## src/rtl/stack_sequence_controller.sv

```systemverilog
// Sequencer for CALL, RET, RTI and interrupt entry in decode: moves a 32-bit PC
// and the flags through the 16-bit stack path one word per cycle.
module stack_sequence_controller (
    input  logic       Clk,
    input  logic       Rst,
    input  logic       Hold,
    input  logic       Call,
    input  logic       Ret,
    input  logic       Rti,
    input  logic       IntPin,
    output logic       Stall,
    output logic       SecondIter,
    output logic       Flush,
    output logic       Push,
    output logic       Pop,
    output logic [1:0] StackSel,
    output logic       IntAck,
    output logic       Busy
);

    typedef enum logic [2:0] {IDLE, S1, S2, S3, FLUSH} state_t;
    typedef enum logic [2:0] {OP_NONE, OP_CALL, OP_INT, OP_RET, OP_RTI} op_t;

    localparam logic [1:0] SEL_LO    = 2'b00;
    localparam logic [1:0] SEL_HI    = 2'b01;
    localparam logic [1:0] SEL_FLAGS = 2'b10;

    state_t state, next_state;
    op_t    op, next_op;
    logic   int_pin_d, int_pending, int_rise, take_int;
    logic   word_step, is_push_op, is_pop_op;

    assign int_rise = IntPin & ~int_pin_d;

    // A new edge in the same cycle the interrupt is taken keeps the request pending.
    always_ff @(posedge Clk or posedge Rst) begin
        if (Rst) begin
            state       <= IDLE;
            op          <= OP_NONE;
            int_pin_d   <= 1'b0;
            int_pending <= 1'b0;
        end else begin
            state     <= next_state;
            op        <= next_op;
            int_pin_d <= IntPin;
            if (int_rise)
                int_pending <= 1'b1;
            else if (take_int)
                int_pending <= 1'b0;
        end
    end

    always_comb begin
        next_state = state;
        next_op    = op;
        take_int   = 1'b0;
        if (!Hold) begin
            case (state)
                IDLE: begin
                    if (Rti) begin
                        next_state = S1;
                        next_op    = OP_RTI;
                    end else if (Ret) begin
                        next_state = S1;
                        next_op    = OP_RET;
                    end else if (Call) begin
                        next_state = S1;
                        next_op    = OP_CALL;
                    end else if (int_pending) begin
                        next_state = S1;
                        next_op    = OP_INT;
                        take_int   = 1'b1;
                    end
                end
                S1:      next_state = S2;
                S2:      next_state = (op == OP_INT || op == OP_RTI) ? S3 : FLUSH;
                S3:      next_state = FLUSH;
                FLUSH: begin
                    next_state = IDLE;
                    next_op    = OP_NONE;
                end
                default: begin
                    next_state = IDLE;
                    next_op    = OP_NONE;
                end
            endcase
        end
    end

    assign is_push_op = (op == OP_CALL) || (op == OP_INT);
    assign is_pop_op  = (op == OP_RET)  || (op == OP_RTI);

    // Hold only masks the one-shot strobes; the step-describing outputs stay visible.
    always_comb begin
        Stall      = 1'b0;
        SecondIter = 1'b0;
        Flush      = 1'b0;
        IntAck     = 1'b0;
        StackSel   = SEL_LO;
        word_step  = 1'b0;
        Busy       = (state != IDLE);
        case (state)
            S1: begin
                Stall     = 1'b1;
                word_step = 1'b1;
                case (op)
                    OP_CALL: StackSel = SEL_HI;
                    OP_INT:  StackSel = SEL_FLAGS;
                    default: StackSel = SEL_LO;
                endcase
            end
            S2: begin
                Stall      = 1'b1;
                SecondIter = 1'b1;
                word_step  = 1'b1;
                StackSel   = (op == OP_CALL) ? SEL_LO : SEL_HI;
            end
            S3: begin
                Stall      = 1'b1;
                SecondIter = 1'b1;
                word_step  = 1'b1;
                StackSel   = (op == OP_RTI) ? SEL_FLAGS : SEL_LO;
            end
            FLUSH: begin
                Flush  = ~Hold;
                IntAck = ~Hold & (op == OP_INT);
            end
            default: ;
        endcase
        Push = word_step & is_push_op & ~Hold;
        Pop  = word_step & is_pop_op  & ~Hold;
    end

endmodule

```

## config.mk

```make
export PLATFORM = sky130hd
export DESIGN_NAME = stack_sequence_controller
export DESIGN_NICKNAME = d
export VERILOG_FILES = /design/src/rtl/stack_sequence_controller.sv
export SDC_FILE = /design/constraint.sdc
export NUM_CORES = 1
export LEC_CHECK = 0
export BUFFER_PORTS_ARGS = -buffer_cell sky130_fd_sc_hd__clkbuf_2
export CORE_AREA = 5 5 42 44
export DETAILED_ROUTE_END_ITERATION = 6
export DIE_AREA = 0 0 47 49
export PLACE_DENSITY = 0.67
export SYNTH_ARGS = -nofsm -noshare
export SYNTH_HDL_FRONTEND = slang
export SYNTH_SLANG_ARGS = --single-unit
export TNS_END_PERCENT = 10
```

## constraint.sdc

```tcl
create_clock -name Clk -period 2.01 [get_ports Clk]
set_input_delay 0.1005 -clock Clk [delete_from_list [all_inputs] [get_ports Clk]]
set_output_delay 0.1005 -clock Clk [all_outputs]
set_load 0.1 [all_outputs]
```

# Yosys cells after proc, flatten, opt, wreduce, memory -nomap -nowiden
# Index checks and enable logic that the tools add are counted.
[op_classes]
n_eq_ne = 9
bitwise_logic = 9
muxes = 27
reduce_logical = 10
[op_table]
columns = ["operator", "n"]
rows = [
  ["2-to-1 mux 3 bit", 9],
  ["2-to-1 mux 1 bit", 13],
  ["== test 3 x 2 -> 1 bit (second input constant)", 4],
  ["one-hot mux 3 bit (4 select lines)", 1],
  ["AND 1 bit", 6],
  ["== test 3 x 1 -> 1 bit (second input constant)", 2],
  ["== test 3 bit (second input constant)", 2],
  ["one-hot mux 2 bit (3 select lines)", 1],
  ["one-hot mux 3 bit (2 select lines)", 1],
  ["!= test 5 bit (second input constant)", 1],
  ["one-hot mux 2 bit (2 select lines)", 1],
  ["zero test 3 bit", 1],
  ["logical OR 1 bit", 3],
  ["NOT 1 bit", 3],
  ["AND reduction 3 bit", 1],
  ["nonzero test 3 bit", 1],
  ["OR reduction 3 bit", 1],
  ["2-to-1 mux 2 bit", 1],
  ["AND reduction 2 bit", 1],
  ["nonzero test 2 bit", 1],
  ["OR reduction 2 bit", 1],
]
[totals]
ff_bits = 8
elab_cells = 59

# Depth between registers and ports, before layout
[logic_depth]
depth_word = 8
depth_mapped = 5
depth_no_buf = 4

# Worst setup path before layout
# Ideal clock, no wire load.
[synth_timing]
path_type = "register to output"
startpoint = "register state[2]"
endpoint = "output port Push"
t_required_ps = 1910
path_slack_ps = -3164
path_stages_with_launch = 4
t_arrival_ps = 5074
cell_sequence = "dfrtp_1 -> clkbuf_1 -> nor2_1 -> nor4b_1"
[synth_between]
elab_chain_len = 5
[synth_rtl]
columns = ["item", "line", "rtl"]
rows = [
  ["start: declaration", "28", "state_t state, next_state;"],
  ["start signal: assignment", "43", "state <= next_state;"],
  ["== test 3 x 1 -> 1 bit / == test 3 x 2 -> 1 bit (equally long branches)", "--", ""],
  ["OR reduction 3 bit (no source line) (*)", "--", ""],
  ["2-to-1 mux 1 bit (*)", "--", ""],
  ["net Stall", "11", "output logic Stall,"],
  ["AND 1 bit (*) (2 in series)", "130", "Push = word_step & is_push_op & ~Hold;"],
  ["end: declaration", "14", "output logic Push,"],
]
# Mark *: on every way through the listed nets, which the timed path passes. The rest lies on a longest branch.

# Final worst setup path
[layout_timing]
startpoint = "register op[2]"
endpoint = "output port Pop"
[layout_between]
elab_chain_len = 4
[layout_rtl]
columns = ["item", "line", "rtl"]
rows = [
  ["start: declaration", "29", "op_t op, next_op;"],
  ["start signal: assignment", "44", "op <= next_op;"],
  ["== test 3 x 2 -> 1 bit / == test 3 bit (equally long branches)", "91", "assign is_pop_op = (op == OP_RET) || (op == OP_RTI);"],
  ["logical OR 1 bit (*)", "91", ""],
  ["AND 1 bit (*) (2 in series)", "131", "Pop = word_step & is_pop_op & ~Hold;"],
  ["end: declaration", "15", "output logic Pop,"],
]
# Mark *: on every way between the ends. The rest lies on a longest branch, timed or not.

==> results.txt <==
The count of nets left with antenna violations after detail routing is 0. Synthesis handed over a netlist of 69 instances. The actual transition at the worst max-transition pin is 0.5410 ns.

The slowest cell on the critical path is sky130_fd_sc_hd__dfrtp_1. The number of antenna violations at the first check in global routing is 0. Buffers added to address setup during post-CTS repair amount to 0. Compared with the post-synthesis result, the final layout area differs by 28.92%. The maximum fanout encountered on the critical timing path is 6. Setup repair after global routing left no endpoint under its margin. The number of iterations in the first detailed-routing pass is 4. In the layout the commonest cells are sky130_fd_sc_hd__clkbuf_2, sky130_fd_sc_hd__dfrtp_1, sky130_fd_sc_hd__nand2_1, sky130_fd_sc_hd__nor2_1, sky130_fd_sc_hd__o21ai_0.

The number of pins with negative max-slew slack in the final report is 0. The die extent in x is 47 µm. The last weighted congestion value of the routability-driven placer came out at 0.7709. No sink is reached through more buffers than the 2 on the longest clock path. The clock insertion delay at the later pin of the skew report came out at 0.25 ns.

The flow ran to the end, and the final reports show no timing, DRC or antenna violations. The count of buffering cells on the critical path with inverters included came out at 1. The cell area after synthesis came out at 558.0 µm².

The top achievable clock speed came out at 0.5373 GHz. The mean post-synth cell area came out at 8.087 µm². The H-tree level count is 1. The setup clock skew after layout is 0.0009480 ns. The final count of negative-setup-slack endpoints is 0. The count of port buffers added during placement is 15. The via count of the first global-routing pass came out at 507. The max-slew headroom at the worst pin came out at 0.6409. The most common library cell in the layout ignoring fill and taps is sky130_fd_sc_hd__clkbuf_2. In the final layout, the share of cells above drive strength 1 is 0.3095. The critical path is of the register to output pin type.

The average wire length per cell after detail routing is 12.70 µm. For the worst setup path, the data required time is 1.91 ns. The overall via count from detail_route came out at 544. Across every metal layer, demand over resource in global routing totals 0.1371. The antenna diode count is 0.

The share of the cycle needed by the critical path after routing came out at 0.9259. The first global-routing pass estimated 2297 µm of wire. The wire length on met3 is 72 µm. The number of failing hold endpoints at the final stage came to 0. The floorplan row count is 14.

The clock tree from TritonCTS is yes. The final layout contains routed wiring with a total length of 1270 µm. The routed design could run at a clock period as short as 1.861 ns.

For this design the top-level I/O count stands at 16. Measured along the y axis, the die boundary spans 49 µm. The vias per cell came out at 5.440. STA classifies the critical path endpoint as an output pin. The area of the die came out at 0.002303 mm². Detailed routing placed a total of 593 µm of wire on met2. The maximum number of pins on one net before global-route repair is 16. The violation count after the first detailed-routing iteration came out at 14.

The count of synthesis-stage warnings from yosys came out at 0. When the netlist entered floorplanning its net count stood at 76. The number of clock sinks came out at 8. CTS placed an instance of sky130_fd_sc_hd__clkbuf_4 at the clock tree root. The number of gates resized after CTS is 0. The net count of the finished layout is 93. The total overflow reported by the global router is 0. Routed signal wires occupy layers up through met4. The number of maximum-capacitance constraint violations came out at 0.

In the routed design, unresolved DRC markers number 0. The number of unique standard cell types used by synthesis is 30. The synthesized flop and latch total came out at 8. TritonCTS created 3 clock buffers. The tightest min-delay check is of the primary input to register type. Detailed placement ended at an HPWL of 961.2 µm. The clock transition at the register clock pins on the worst setup and hold paths after CTS came out at 0.05 ns. The met1 wire length is 560 µm. Walking the worst path, the cells encountered are nand2b_1 -> mux2i_1 -> and3_1 -> clkbuf_2. The area inside the core boundary came out at 0.001401 mm². The end-of-flow core utilization is 0.5134. The largest stage delay on the critical path came out at 0.45 ns. The worst setup path is launched from a register. The cell family contributing the most delay on the critical path is flip-flops. The arrival time at the worst endpoint came out at 1.76 ns. The initial standard-cell utilization of the core came out at 0.3982.

The post-synthesis sequential area ratio came out at 0.3587.
[cell usage after synthesis]
cell / count / area share
sky130_fd_sc_hd__buf_2: 2 / 0.018
sky130_fd_sc_hd__and2_1: 1 / 0.011
sky130_fd_sc_hd__a311oi_1: 1 / 0.016
sky130_fd_sc_hd__clkbuf_1: 3 / 0.020
sky130_fd_sc_hd__nor3b_1: 1 / 0.013
sky130_fd_sc_hd__or2_2: 1 / 0.011
sky130_fd_sc_hd__o31ai_1: 2 / 0.027
sky130_fd_sc_hd__nand2_1: 5 / 0.034
sky130_fd_sc_hd__dfrtp_1: 8 / 0.36
sky130_fd_sc_hd__or4_4: 1 / 0.020
sky130_fd_sc_hd__a22oi_1: 2 / 0.027
sky130_fd_sc_hd__nor4_1: 1 / 0.011
sky130_fd_sc_hd__nor2_1: 7 / 0.047
sky130_fd_sc_hd__mux2i_1: 2 / 0.036
sky130_fd_sc_hd__a21oi_1: 4 / 0.036
sky130_fd_sc_hd__nor2b_1: 3 / 0.034
sky130_fd_sc_hd__nor4b_1: 1 / 0.016
sky130_fd_sc_hd__inv_1: 4 / 0.027
sky130_fd_sc_hd__nor3_1: 3 / 0.027
sky130_fd_sc_hd__a21o_1: 1 / 0.013
sky130_fd_sc_hd__o22ai_1: 1 / 0.011
sky130_fd_sc_hd__nand2b_1: 2 / 0.022
sky130_fd_sc_hd__and4b_1: 1 / 0.018
sky130_fd_sc_hd__and3_1: 2 / 0.022
sky130_fd_sc_hd__xnor2_1: 1 / 0.016
sky130_fd_sc_hd__nor4_2: 1 / 0.022
sky130_fd_sc_hd__a22o_1: 1 / 0.016
sky130_fd_sc_hd__or3_1: 1 / 0.011
sky130_fd_sc_hd__o211ai_1: 1 / 0.013
sky130_fd_sc_hd__o21ai_0: 5 / 0.045
[cell type report]
cell class	count	area (µm²)
fill	153	681.9
multi-input combinational	52	364.1
sequential	8	200.2
timing repair buffer	17	97.59
clock buffer	3	22.52
tap	16	20.02
inverter	4	15.01
[tightest hold or removal path: stages]
cell and delay, ns:
sky130_fd_sc_hd__clkbuf_2 0.13, sky130_fd_sc_hd__nor4_1 0.06, sky130_fd_sc_hd__o22ai_1 0.11
[logic make-up (layout without fill, tap and decap cells)]
| logic type | count (synthesis) | in the layout | synth area share |
|---|---|---|---|
| buf+inv | 9 | 24 | 0.06501 |
| mux | 2 | 2 | 0.03588 |
| xor+xnor | 1 | 1 | 0.01570 |
| compound gates | 18 | 18 | 0.2040 |
| simple gates | 31 | 31 | 0.3207 |
| flops | 8 | 8 | 0.3587 |
[flip-flops by register name, summed over array words and instances (netlist names)]
name         cells
int_pending      1
state            3
op               3
int_pin_d        1
[stage by stage]
| step | cell area, µm² | hold WS (ns) | setup TNS, ns | cells | worst slack (ns) |
|---|---|---|---|---|---|
| after global routing | 719.4 | 0.2271 | 0 | 100 | 0.03946 |
| after detailed placement | 676.9 | 0.04954 | 0 | 95 | 0.3778 |
| after global placement | 676.9 | 0.04466 | 0 | 95 | 0.3977 |
| after floorplan | 623.1 | -0.08384 | -1.026 | 69 | -0.2725 |
| after CTS | 719.4 | 0.2091 | 0 | 100 | 0.1275 |
| final | 719.4 | 0.2014 | 0 | 100 | 0.1489 |
[timing repair]
action	4_1_cts	5_1_grt
endpoints found under the hold margin	9	0
setup endpoints to repair	0	0
hold buffers	2	0
[final timing paths]
| check | from | to | slack [ns] | depth (start not counted) |
|---|---|---|---|---|
| setup / recovery | op[2] | Pop | 0.15 | 4 |
| min in group asynchronous | Rst | state[2] | 0.32 | 3 |
| max in group asynchronous | Rst | op[1] | 1.45 | 3 |
| hold / removal | Call | int_pending | 0.20 | 3 |
| hold reg to reg | int_pin_d | int_pending | 0.44 | 1 |
| setup reg to reg | state[2] | state[0] | 0.36 | 4 |
[per-layer routing]
layer | vias up | GRT usage
met5 | - | 0
met4 | 0 | 0.09677
met3 | 4 | 0.02583
met2 | 13 | 0.1991
met1 | 248 | 0.1738
li1 | 279 | -
Power is not shown: default switching activity piles up to over one toggle a cycle in this logic, so the estimate is an artifact.
